--- config.mk ---
export PLATFORM = sky130hd
export DESIGN_NAME = bank_cmd_seq
export DESIGN_NICKNAME = d
export VERILOG_FILES = /design/src/rtl/bank_cmd_seq.sv
export SDC_FILE = /design/constraint.sdc
export NUM_CORES = 1
export LEC_CHECK = 0
export BUFFER_PORTS_ARGS = -buffer_cell sky130_fd_sc_hd__buf_4
export CAP_MARGIN = 20
export CORE_UTILIZATION = 41
export CTS_BUF_LIST = sky130_fd_sc_hd__clkbuf_16
export DETAILED_ROUTE_END_ITERATION = 10
export GPL_ROUTABILITY_DRIVEN = 0
export GPL_TIMING_DRIVEN = 0
export PLACE_DENSITY = 0.68
export SLEW_MARGIN = 20
export SYNTH_ARGS = -nofsm -noshare
export SYNTH_HDL_FRONTEND = slang
export SYNTH_SLANG_ARGS = --single-unit
--- constraint.sdc ---
create_clock -name clk -period 2.99 [get_ports clk]
set_clock_uncertainty 0.2 [all_clocks]
set_input_delay 0.299 -clock clk [delete_from_list [all_inputs] [get_ports clk]]
set_output_delay 0.299 -clock clk [all_outputs]
set_load 0.1 [all_outputs]
--- src/rtl/bank_cmd_seq.sv ---
// Queues host read/write requests and turns them into single-cycle bank command pulses.
// Pulse 2 cycles after acceptance, 4-cycle turnaround; req_ready drops while the 2-entry queue is full.
module bank_cmd_fifo #(
  parameter int W = 8
) (
  input  logic         clk,
  input  logic         rst,
  input  logic         in_vld,
  input  logic [W-1:0] in_dat,
  output logic         in_rdy,
  output logic         out_vld,
  output logic [W-1:0] out_dat,
  input  logic         out_rdy
);
  logic [W-1:0] mem_q [2];
  logic [W-1:0] mem_d [2];
  logic         wr_ptr_q, wr_ptr_d, rd_ptr_q, rd_ptr_d;
  logic [1:0]   cnt_q, cnt_d;
  logic         push, pop;

  // Readiness depends only on occupancy, so a same-cycle pop never frees a full slot.
  assign in_rdy  = (cnt_q != 2'd2);
  assign out_vld = (cnt_q != 2'd0);
  assign out_dat = mem_q[rd_ptr_q];

  always_comb begin
    mem_d    = mem_q;
    wr_ptr_d = wr_ptr_q;
    rd_ptr_d = rd_ptr_q;
    push     = in_vld & in_rdy;
    pop      = out_vld & out_rdy;
    if (push) begin
      mem_d[wr_ptr_q] = in_dat;
      wr_ptr_d        = ~wr_ptr_q;
    end
    if (pop) begin
      rd_ptr_d = ~rd_ptr_q;
    end
    cnt_d = cnt_q + 2'(push) - 2'(pop);
  end

  always_ff @(posedge clk or posedge rst) begin
    if (rst) begin
      mem_q[0] <= '0;
      mem_q[1] <= '0;
      wr_ptr_q <= 1'b0;
      rd_ptr_q <= 1'b0;
      cnt_q    <= 2'd0;
    end else begin
      mem_q    <= mem_d;
      wr_ptr_q <= wr_ptr_d;
      rd_ptr_q <= rd_ptr_d;
      cnt_q    <= cnt_d;
    end
  end
endmodule

module bank_cmd_seq (
  input  logic       clk,
  input  logic       rst,
  input  logic       req_valid,
  input  logic       req_we,
  input  logic [5:0] req_addr,
  input  logic [7:0] req_wdata,
  output logic       req_ready,
  output logic       w_en,
  output logic       r_en,
  output logic [5:0] bank_addr,
  output logic [7:0] bank_wdata,
  input  logic       sa_en,
  input  logic [7:0] bank_rdata,
  output logic       rsp_valid,
  output logic       rsp_err,
  output logic [7:0] rsp_data,
  output logic       busy
);
  typedef struct packed {
    logic       we;
    logic [5:0] addr;
    logic [7:0] wdata;
  } req_t;

  typedef enum logic [2:0] {IDLE, WR_PULSE, WR_WAIT, RD_PULSE, RD_WAIT, GAP} state_t;

  req_t       req_dat, head_dat;
  logic       fifo_rdy, fifo_vld, pop;
  state_t     state_q, state_d;
  logic [2:0] tmo_q, tmo_d;
  logic       w_en_q, w_en_d, r_en_q, r_en_d;
  logic       rsp_valid_q, rsp_valid_d, rsp_err_q, rsp_err_d;
  logic [7:0] rsp_data_q, rsp_data_d;
  logic [5:0] bank_addr_q, bank_addr_d;
  logic [7:0] bank_wdata_q, bank_wdata_d;

  assign req_dat = {req_we, req_addr, req_wdata};

  bank_cmd_fifo #(.W($bits(req_t))) u_fifo (
    .clk     (clk),
    .rst     (rst),
    .in_vld  (req_valid),
    .in_dat  (req_dat),
    .in_rdy  (fifo_rdy),
    .out_vld (fifo_vld),
    .out_dat (head_dat),
    .out_rdy (pop)
  );

  assign req_ready  = fifo_rdy & ~rst;
  assign busy       = fifo_vld | (state_q != IDLE);
  assign w_en       = w_en_q;
  assign r_en       = r_en_q;
  assign bank_addr  = bank_addr_q;
  assign bank_wdata = bank_wdata_q;
  assign rsp_valid  = rsp_valid_q;
  assign rsp_err    = rsp_err_q;
  assign rsp_data   = rsp_data_q;

  always_comb begin
    state_d      = state_q;
    tmo_d        = tmo_q;
    w_en_d       = 1'b0;
    r_en_d       = 1'b0;
    rsp_valid_d  = 1'b0;
    rsp_err_d    = 1'b0;
    rsp_data_d   = rsp_data_q;
    bank_addr_d  = bank_addr_q;
    bank_wdata_d = bank_wdata_q;
    pop          = 1'b0;
    case (state_q)
      IDLE: begin
        if (fifo_vld) begin
          pop         = 1'b1;
          bank_addr_d = head_dat.addr;
          if (head_dat.we) begin
            bank_wdata_d = head_dat.wdata;
            w_en_d       = 1'b1;
            state_d      = WR_PULSE;
          end else begin
            r_en_d  = 1'b1;
            state_d = RD_PULSE;
          end
        end
      end
      WR_PULSE: state_d = WR_WAIT;
      WR_WAIT:  state_d = GAP;
      RD_PULSE: begin
        tmo_d   = 3'd0;
        state_d = RD_WAIT;
      end
      RD_WAIT: begin
        // Read data wins over a timeout landing in the same cycle.
        if (sa_en) begin
          rsp_valid_d = 1'b1;
          rsp_data_d  = bank_rdata;
          tmo_d       = 3'd0;
          state_d     = GAP;
        end else if (tmo_q == 3'd7) begin
          rsp_valid_d = 1'b1;
          rsp_err_d   = 1'b1;
          rsp_data_d  = 8'h00;
          tmo_d       = 3'd0;
          state_d     = GAP;
        end else begin
          tmo_d = tmo_q + 3'd1;
        end
      end
      GAP:     state_d = IDLE;
      default: state_d = IDLE;
    endcase
  end

  always_ff @(posedge clk or posedge rst) begin
    if (rst) begin
      state_q      <= IDLE;
      tmo_q        <= 3'd0;
      w_en_q       <= 1'b0;
      r_en_q       <= 1'b0;
      rsp_valid_q  <= 1'b0;
      rsp_err_q    <= 1'b0;
      rsp_data_q   <= 8'h00;
      bank_addr_q  <= 6'h00;
      bank_wdata_q <= 8'h00;
    end else begin
      state_q      <= state_d;
      tmo_q        <= tmo_d;
      w_en_q       <= w_en_d;
      r_en_q       <= r_en_d;
      rsp_valid_q  <= rsp_valid_d;
      rsp_err_q    <= rsp_err_d;
      rsp_data_q   <= rsp_data_d;
      bank_addr_q  <= bank_addr_d;
      bank_wdata_q <= bank_wdata_d;
    end
  end
endmodule

==> run summary <==
status - complete, but fails checks
violated checks - DRC
first-pass GRT wire length - 8.825 mm
CP Capture Type - flop
row cnt - 29
synthesized area per cell - 13.84 um^2
Syn Nets - 230
Final Cycle Share - 78.15%
CTS clk-pin slew, worst paths - 0.05 ns
WP data arrival - 2.38 ns
Top FF cell, synth - dfrtp_1
Clock Root Buffer - clkbuf_16
number of synthesized flops with an enable pin - 0
Worst EP required - 3.04 ns
worst hold path depth - 2
Filler Cell Count - 566
DR vias - 1757
initial antenna violation count - 0
worst stage delay on the critical path - 0.52 ns
io pins - 55
core area - 0.006422 mm^2
FFs w/ async S/R, synth - 100.0%
delay-heaviest family, CP - simple AND/OR/NAND/NOR gates
Mapped Area - 0.002754 mm^2
Worst-Margin Slew - 0.7134 ns
relative slew slack - 52.44%
ANT cells - 0
mux cell area share after synthesis - 21.35%
die width - 83.96 um
DRT Pass-1 Iters - 9
area fraction in compound gates after synthesis - 6.815%
Max FO, Critical Path - 10
top-area cell type share of the netlist area - 59.97%
GRT Util Overall - 16.35%
Synth Instances - 199
Worst Reg-to-Reg Cells - 8
Cell variety after synth - 34
reg-to-reg slack, setup - 0.65 ns
drt total wl - 4.989 mm
Initial DRC Count - 53
Crit. path cell count - 8
CP Cell Sequence - nor3_2 -> and2_1 -> buf_2 -> ha_1 -> inv_1 -> ha_1 -> xnor2_1 -> xnor2_1
Hold Fails Final Rpt - 0
warnings from Yosys - 0
Post-DP HPWL - 3.460 mm
WP buf/inv - 2
die area - 0.007048 mm^2
RSZ-0062 raised after global routing - no
Routed Antenna Nets - 0
Initial Util - 42.88%
H-tree levels - 3
Post-Synth Simple-Gate Area - 6.179%
global route total overflow - 0
Peak Freq - 0.4280 GHz
CTS tree - done
number of max-cap violations - 0
Via-to-Cell Ratio - 5.006
Hold WS - 0.002557 ns
Setup Viol. Count Final - 0
WL per Instance - 14.21 um
sequential share of the synthesized area - 59.97%
number of CTS-inserted buffers - 9
drc violations - 10
largest net degree at the start of global routing - 54
count leader, synth - dfrtp_1
XOR/XNOR Fraction of Synth Area - 1.272%
fin crit period - 2.337 ns
type of the worst min-delay path - input pin to flop
clk sinks - 66
startpoint types - flop
final slew viol count - 0
layout cells sized above 1 - 41.97%
area of the multi-input gates - 0.001031 mm^2
vias in the first global route - 1869
Layout area overhead - 29.99%
synthesized flop and latch total - 66
Crit-path slowest cell - nor3_2
post-CTS setup buffer count - 0
Nets - 300
clk_lat worst skew - 0.32 ns
die height - 83.96 um
Commonest cells post-synth - dfrtp_1, mux2_2, a21oi_1
leading area contributor after synthesis - dfrtp_1
synth top area cells - dfrtp_1, mux2_2, mux2_1
post-synthesis adder-cell area fraction - 1.817%
Port Buf Inserts - 54
worst-case clock buffer depth - 2
Setup TNS - 0 ns
largest family of logic cells by synthesized area - multiplexers
Reg area - 0.001652 mm^2
WS Path Type - flop to flop
==> cell families (layout without fill, tap and decap cells) <==
logic type,after synthesis,in the layout
DFF,66,66
muxes,53,53
AOI/OAI and AO/OA,29,29
and+or+nand+nor,28,28
buffers and inverters,15,90
adders and majority gates,4,4
xor gates and xnor gates,4,4
==> final timing paths <==
check | start | endpoint
max in group asynchronous | rst | u_fifo.mem_q[15]
setup / recovery | state_q[2] | u_fifo.cnt_q[1]
hold / removal | bank_rdata[5] | rsp_data[5]
min in group asynchronous | rst | u_fifo.cnt_q[0]
setup reg to reg | state_q[2] | u_fifo.cnt_q[1]
hold reg to reg | bank_wdata[1] | bank_wdata[1]
==> routing by layer <==
metal	vias up	GRT usage, %	part of all wire, %
met5	-	0	0
met4	0	5.172	0.68
met3	3	6.627	5.6
met2	45	27.12	50
met1	862	19.40	43
li1	847	-	-
==> placed cells by master, fill, tap and decap left out, types with 3 or more instances in the layout <==
cell and n:
clkbuf_16 9, dfrtp_1 66, ha_1 4, dlygate4sd3_1 4, mux2i_1 7, clkinv_1 3
mux2_1 8, a21oi_1 15, inv_1 5, nor2_1 6, nor2b_1 4, buf_4 54
a22o_1 8, mux2_2 38, buf_2 6
==> metrics by stage <==
step	instances	instance area, um^2	setup slack, ns	utilization, %
2_1_floorplan	199	2754	0.6720	-
3_3_place_gp	330	3256	-0.006796	50.69
3_5_place_dp	331	3286	0.6474	51.16
4_1_cts	351	3580	0.6125	55.74
5_1_grt	351	3580	0.4902	55.74
6_report	351	3580	0.6535	55.74
==> cell type report <==
cell class	instances	area share (%)
plain buffers	10	1.468
clock buffers	9	6.292
clock inverters	7	0.8039
inverters	5	0.5942
multi-input cells	118	28.80
flip-flops and latches	66	46.14
well taps	77	2.691
repair buffers	59	13.21
==> timing repair <==
action                    in CTS  in global routing
hold buffers                   4                  0
resized for setup              0                  0
hold endpoints to repair      51                  0
==> registers in the layout, indices dropped and copies added (netlist names) <==
| signal | flops |
|---|---|
| w_en | 1 |
| u_fifo.cnt_q | 2 |
| bank_wdata | 8 |
| tmo_q | 3 |
| r_en | 1 |
| rsp_data | 8 |
| u_fifo.rd_ptr_q | 1 |
| bank_addr | 6 |
| state_q | 3 |
| rsp_err | 1 |
| u_fifo.mem_q | 30 |
| rsp_valid | 1 |
| u_fifo.wr_ptr_q | 1 |
Power is left out: the tool's default activity adds up to more than one toggle a clock period on the data nets, which glitch-free logic cannot reach.
